$ cat src/rtl/vdp_super_vram_pkg.sv
// Shared types for the super-res VRAM slot scheduler: slot phases, slot owners, read-return tags.
package vdp_super_vram_pkg;

   localparam int VRAM_WORD_AW = 17;

   typedef enum logic [1:0] {SLOT_DL, SLOT_DA, SLOT_AP, SLOT_FS} slot_phase_t;

   typedef enum logic [1:0] {OWN_NONE, OWN_RENDER, OWN_CPU, OWN_REFRESH} slot_owner_t;

   // One entry of the read-return pipeline: who issued the slot and which byte the CPU wants.
   typedef struct packed {
      slot_owner_t owner;
      logic [1:0]  bsel;
   } rd_tag_t;

   function automatic logic [7:0] byte_of(input logic [31:0] word, input logic [1:0] sel);
      return word[{sel, 3'b000} +: 8];
   endfunction

endpackage

$ cat src/rtl/vdp_super_refresh_timer.sv
// Counts FS slots and flags when the next FS slot must be spent on an SDRAM refresh.
module vdp_super_refresh_timer
   import vdp_super_vram_pkg::*;
#(
   parameter int unsigned REFRESH_SLOTS = 16
) (
   input  logic clk_i,
   input  logic reset_i,
   input  logic fs_slot_i,
   input  logic clear_i,
   output logic refresh_due_o
);

   localparam int unsigned CW = $clog2(REFRESH_SLOTS);

   if (REFRESH_SLOTS < 2) begin : g_bad_slots
      $error("vdp_super_refresh_timer: REFRESH_SLOTS must be >= 2");
   end

   logic [CW-1:0] count_q, count_d;

   always_comb begin
      count_d = count_q;
      if (fs_slot_i) begin
         count_d = clear_i ? '0 : count_q + 1'b1;
      end
   end

   always_ff @(posedge clk_i) begin
      if (reset_i) begin
         count_q <= '0;
      end else begin
         count_q <= count_d;
      end
   end

   assign refresh_due_o = (count_q == CW'(REFRESH_SLOTS - 1));

endmodule

$ cat src/rtl/vdp_super_vram_port.sv
// VRAM slot scheduler: renderer 32-bit fetches in DA, CPU byte accesses and refresh in free slots.
// Optional one-word CPU read cache enabled by defining SUPER_VRAM_CPU_CACHE_EN.
module vdp_super_vram_port
   import vdp_super_vram_pkg::*;
#(
   parameter int unsigned RD_LATENCY    = 2,
   parameter int unsigned REFRESH_SLOTS = 16
) (
   input  logic                    clk,
   input  logic                    reset,
   input  logic                    vdp_super,
   input  logic [10:0]             cx,
   input  logic                    super_res_drawing,
   input  logic [VRAM_WORD_AW-1:0] super_res_vram_addr,
   output logic [31:0]             vrm_32,
   input  logic                    cpu_req,
   input  logic                    cpu_we,
   input  logic [18:0]             cpu_addr,
   input  logic [7:0]              cpu_wdata,
   output logic [7:0]              cpu_rdata,
   output logic                    cpu_ack,
   output logic                    mem_req,
   output logic                    mem_we,
   output logic                    mem_refresh,
   output logic [VRAM_WORD_AW-1:0] mem_addr,
   output logic [31:0]             mem_wdata,
   output logic [3:0]              mem_be,
   input  logic [31:0]             mem_rdata
);

   if (RD_LATENCY < 1 || RD_LATENCY > 3) begin : g_bad_latency
      $error("vdp_super_vram_port: RD_LATENCY must be 1..3");
   end

   slot_phase_t phase;
   logic        render_rd, refresh_due, refresh_slot, cpu_slot, cpu_can, cpu_issue, cpu_hit_acc;
   logic        unused_cx;
   rd_tag_t     issue_tag;
   rd_tag_t     rd_pipe_q [RD_LATENCY];
   logic        busy_q, cpu_ack_q;
   logic [7:0]  cpu_rdata_q;
   logic [31:0] vrm_q;

   assign phase     = slot_phase_t'(cx[1:0]);
   assign unused_cx = ^cx[10:2];

   assign render_rd    = (phase == SLOT_DA) && vdp_super && super_res_drawing;
   assign refresh_slot = (phase == SLOT_FS) && refresh_due;
   assign cpu_slot     = ((phase == SLOT_DA) && !render_rd) || ((phase == SLOT_FS) && !refresh_due);
   assign cpu_can      = cpu_req && !busy_q && !cpu_ack_q;

`ifdef SUPER_VRAM_CPU_CACHE_EN
   logic                    cache_valid_q;
   logic [VRAM_WORD_AW-1:0] cache_tag_q, cpu_tag_q;
   logic [31:0]             cache_data_q;
   logic                    cache_hit;

   assign cache_hit   = cache_valid_q && (cache_tag_q == cpu_addr[18:2]);
   assign cpu_hit_acc = cpu_can && !cpu_we && cache_hit;
   assign cpu_issue   = cpu_can && cpu_slot && !cpu_hit_acc;
`else
   assign cpu_hit_acc = 1'b0;
   assign cpu_issue   = cpu_can && cpu_slot;
`endif

   vdp_super_refresh_timer #(
      .REFRESH_SLOTS(REFRESH_SLOTS)
   ) u_refresh_timer (
      .clk_i        (clk),
      .reset_i      (reset),
      .fs_slot_i    (phase == SLOT_FS),
      .clear_i      (refresh_due),
      .refresh_due_o(refresh_due)
   );

   // Commands go out in the slot's own clock so mem_rdata lands RD_LATENCY clocks after cx phase DA/FS.
   always_comb begin
      mem_req     = 1'b0;
      mem_we      = 1'b0;
      mem_refresh = 1'b0;
      mem_addr    = '0;
      mem_wdata   = '0;
      mem_be      = '0;
      issue_tag   = '{owner: OWN_NONE, bsel: 2'b00};
      if (!reset) begin
         if (render_rd) begin
            mem_req   = 1'b1;
            mem_addr  = super_res_vram_addr;
            mem_be    = 4'hF;
            issue_tag = '{owner: OWN_RENDER, bsel: 2'b00};
         end else if (refresh_slot) begin
            mem_refresh = 1'b1;
            issue_tag   = '{owner: OWN_REFRESH, bsel: 2'b00};
         end else if (cpu_issue) begin
            mem_req  = 1'b1;
            mem_we   = cpu_we;
            mem_addr = cpu_addr[18:2];
            if (cpu_we) begin
               mem_be    = 4'b0001 << cpu_addr[1:0];
               mem_wdata = {4{cpu_wdata}};
            end else begin
               mem_be    = 4'hF;
               issue_tag = '{owner: OWN_CPU, bsel: cpu_addr[1:0]};
            end
         end
      end
   end

   always_ff @(posedge clk) begin
      if (reset) begin
         for (int unsigned i = 0; i < RD_LATENCY; i++) begin
            rd_pipe_q[i] <= '{owner: OWN_NONE, bsel: 2'b00};
         end
         busy_q      <= 1'b0;
         cpu_ack_q   <= 1'b0;
         cpu_rdata_q <= '0;
         vrm_q       <= '0;
`ifdef SUPER_VRAM_CPU_CACHE_EN
         cache_valid_q <= 1'b0;
         cache_tag_q   <= '0;
         cache_data_q  <= '0;
         cpu_tag_q     <= '0;
`endif
      end else begin
         rd_pipe_q[0] <= issue_tag;
         for (int unsigned i = 1; i < RD_LATENCY; i++) begin
            rd_pipe_q[i] <= rd_pipe_q[i-1];
         end
         cpu_ack_q <= 1'b0;

         if (cpu_issue) begin
            busy_q    <= !cpu_we;
            cpu_ack_q <= cpu_we;
`ifdef SUPER_VRAM_CPU_CACHE_EN
            cpu_tag_q <= cpu_addr[18:2];
            if (cpu_we && cache_tag_q == cpu_addr[18:2]) begin
               cache_valid_q <= 1'b0;
            end
`endif
         end

`ifdef SUPER_VRAM_CPU_CACHE_EN
         if (cpu_hit_acc) begin
            cpu_ack_q   <= 1'b1;
            cpu_rdata_q <= byte_of(cache_data_q, cpu_addr[1:0]);
         end
`endif

         case (rd_pipe_q[RD_LATENCY-1].owner)
            OWN_RENDER: vrm_q <= mem_rdata;
            OWN_CPU: begin
               cpu_rdata_q <= byte_of(mem_rdata, rd_pipe_q[RD_LATENCY-1].bsel);
               cpu_ack_q   <= 1'b1;
               busy_q      <= 1'b0;
`ifdef SUPER_VRAM_CPU_CACHE_EN
               cache_valid_q <= 1'b1;
               cache_tag_q   <= cpu_tag_q;
               cache_data_q  <= mem_rdata;
`endif
            end
            default: ;
         endcase
      end
   end

   assign vrm_32    = vrm_q;
   assign cpu_rdata = cpu_rdata_q;
   assign cpu_ack   = cpu_ack_q;

endmodule

$ cat config.mk
export PLATFORM = sky130hd
export DESIGN_NAME = vdp_super_vram_port
export DESIGN_NICKNAME = d
export VERILOG_FILES = /design/src/rtl/vdp_super_vram_pkg.sv /design/src/rtl/vdp_super_refresh_timer.sv /design/src/rtl/vdp_super_vram_port.sv
export SDC_FILE = /design/constraint.sdc
export NUM_CORES = 1
export LEC_CHECK = 0
export ABC_AREA = 1
export ABC_CLOCK_PERIOD_IN_PS = 1800
export CORE_ASPECT_RATIO = 0.6
export CORE_MARGIN = 2
export CORE_UTILIZATION = 36
export DETAILED_ROUTE_END_ITERATION = 10
export PLACE_DENSITY = 0.81
export SYNTH_ARGS = -nofsm -noshare
export SYNTH_HDL_FRONTEND = slang
export SYNTH_SLANG_ARGS = --single-unit
$ cat constraint.sdc
create_clock -name clk -period 1.8 [get_ports clk]
set_clock_uncertainty 0.2 [all_clocks]
set_input_delay 0.27 -clock clk [delete_from_list [all_inputs] [get_ports clk]]
set_output_delay 0.27 -clock clk [all_outputs]
set_load 0.02 [all_outputs]
==> metrics.txt, run 1 <==
most frequent cells in the layout=clkdlybuf4s50_1 (115), nor2_1 (97), inv_1 (61), o21ai_0 (54), dfxtp_1 (52); H-Tree Depth=2; switch share=0.2462; Ports=190; post-synthesis xor/xnor area fraction=0; internal power=2.056 mW; switching power total=671.4 uW; total CTS buffers=5; full die area=8745 um^2; total grt overflow=0; Final setup viols=55; multiplexer share of the synthesized area=0; Min Hold Slack=~0.2 ns; Worst EP required=1.33 ns; gr usage total=0.2127; largest net degree at the start of global routing=26; first-pass GRT wire length=approximately 15,000 um; syn_area_per_cell=6.800 um^2; Initial Utilization=0.3678; P_leak=2.293 nW; Worst path slowest cell=dfxtp_2; total power=between 2 and 3 mW; synthesis warning total=0; Die Y=73.24 um; clk sink count=54; Worst EP arrival=1.63 ns; RD Place Congestion=0.8494; register share of total power=0.450; Slew Limit Fails=0; initial antenna violation count=1; Clock Power Share=0.328; commonest non-fill, non-tap cell in the layout=clkdlybuf4s50_1; Max-slew headroom=0.7204; Vias=between 3,000 and 4,000; # DRC=0; Reg clk slew, reported paths=0.06 ns; Crit. path cell count=8; pwr/cell area=529.2 nW/um^2; path depth of the worst reg2reg path=6; CP top delay family=simple AND/OR/NAND/NOR gates; post-synth cell types=25; Worst Hold Class=flop to flop; share of cells above drive strength 1=0.2368; unrepaired setup endpoints after global routing=true; worst setup path class=flop to output pin; hold path cells=2; Syn-to-layout area delta=79.16%; core area=between 7000 and 8000 um^2; FMAX=476.2 MHz; TritonRoute pass-1 iters=4; final WL=9896 um; Critical Path Fanout Max=8; largest family of logic cells by synthesized area=simple AND/OR/NAND/NOR gates; Register Area=1084 um^2; Comb power frac=0.222; crit path buf inv count=2; Slew @ Worst Pin=0.4149 ns; Syn Std Cell Area=between 2000 and 3000 um^2; number of DRC violations after detailed-routing iteration 0=261; Filler cells=641; Synth Area in Adders=0.004350; crit path capture type=output pin; post-synthesis compound-gate area fraction=0.1936; setup ws final=-0.2998 ns; clk buf depth=2; Final HPWL DP=between 7000 and 8000 um; vias in the first global route=a little over 3,000; Cell Rows=25; Post-DRT Antenna Nets=0; die width=119.4 um; worst reg-to-reg setup slack=0.28 ns; max-cap violations=0; status=finished, violations left; Routed wire per std cell=approximately 14 um; final hold viol count=0; CTS Root Cell=clkbuf_16; syn nets=517; Post-Syn Instances=around 420; crit start category=flop; Yosys reg bits=54; Max stage delay on crit path=around 0.33 ns; worst skew pair latency=0.28 ns; Nets=698; post-route minimum period=2.100 ns; critical-path cell list=ha_4 -> nand3_2 -> nand2_2 -> nand2_4 -> nand3_4 -> buf_4 -> o21ai_2 -> buf_6; failing checks=negative setup slack; Port Buffer Count=180; CTS tree=built; period utilisation layout=1.167; post-synthesis sequential area ratio=0.3758; drt via density=4.640; peak supply drop=365.4 uV; Multi-input gate area=roughly 1400 um^2; Synth Area in Simple Gates=0.2418
==> routing by layer <==
layer / up-vias / GRT usage / part of all wire
li1: 1656 / - / -
met1: 1533 / 0.2826 / 0.44
met2: 113 / 0.3493 / 0.47
met3: 6 / 0.07500 / 0.083
met4: 0 / 0.01961 / 0.0021
met5: - / 0 / 0
==> sequential cells by signal, summed over array words and instances, names as in the netlist <==
name                     flops
u_refresh_timer.count_q      4
busy_q                       1
rd_pipe_q                    8
vrm_32                      32
cpu_ack                      1
cpu_rdata                    8
==> area by class of cell <==
cell class | count | area share
timing repair buffer | 218 | 0.4234
tap | 108 | 0.02622
antenna | 1 | 0.0004856
sequential | 54 | 0.2102
inverter | 63 | 0.04588
multi-input combinational | 262 | 0.2680
clock buffer | 7 | 0.02573
==> power groups by stage <==
stage	logic [mW]	clock network, mW	registers (mW)
after global placement	0.565	0	1.25
after global routing	0.647	0.965	1.23
after detailed placement	0.577	0	1.25
after CTS	0.590	0.914	1.23
final	0.604	0.895	1.23
after floorplan	0.222	0	1.27
==> cell usage after synthesis (all sizes together) <==
master    n  area share
nand3    15       0.030
inv      63       0.082
o21ai    70        0.14
buf      38       0.094
a21oi    24       0.047
nor2    109        0.15
nand4     3       0.011
nand2    38       0.054
dfxtp    54        0.38
a211oi    1      0.0026
o211ai    1      0.0026
ha        1      0.0043
clkbuf    6      0.0083
==> path summary, 6_finish.rpt <==
check | startpoint | endpoint
setup / recovery | u_refresh_timer.count_q[0] | mem_addr[11]
hold / removal | rd_pipe_q[0][2] | rd_pipe_q[0][6]
setup reg to reg | rd_pipe_q[0][7] | vrm_32[12]
hold reg to reg | rd_pipe_q[0][2] | rd_pipe_q[0][6]
==> kinds of logic (layout without fill, tap and decap cells) <==
kind of cell	Yosys count	count (layout)
buffers and inverters	107	288
other	0	1
and+or+nand+nor	165	165
adders and majority gates	1	1
AOI/OAI and AO/OA	96	96
DFF	54	54
==> stage by stage <==
step           instances    util  setup WS [ns]  cell area [um^2]  TNS, ns
2_1_floorplan        423       -        -0.1105              3002   -2.277
3_3_place_gp         699  0.6246        -0.7960              4885   -43.06
3_5_place_dp         699  0.6246        -0.8755              4885   -46.14
4_1_cts              710  0.6456        -0.3172              5049   -15.85
5_1_grt              713  0.6590        -0.3771              5154   -19.16
6_report             713  0.6590        -0.2998              5154   -14.82
==> tightest hold or removal path: stages (launching register included) <==
cell     delay, ns
dfxtp_1       0.29
inv_1         0.04
nor2_1        0.03
==> timing repair <==
item,CTS,global route
gates cloned,1,0
hold buffers,0,0
resized for setup,316,28
endpoints found under the setup margin,57,58
pin swaps,8,6
buffers inserted,3,2
(Power assumes the default switching activity.)
==> run 2: changes to the inputs <==
--- a/config.mk
+++ b/config.mk
@@ -10,6 +10,7 @@
 export CORE_ASPECT_RATIO = 0.6
 export CORE_MARGIN = 2
 export CORE_UTILIZATION = 36
+export CTS_CLUSTER_DIAMETER = 40
 export DETAILED_ROUTE_END_ITERATION = 10
 export PLACE_DENSITY = 0.81
 export SYNTH_ARGS = -nofsm -noshare
==> results of run 2 <==
Same layout as run 1: the final DEF is identical, and so are final timing and power.
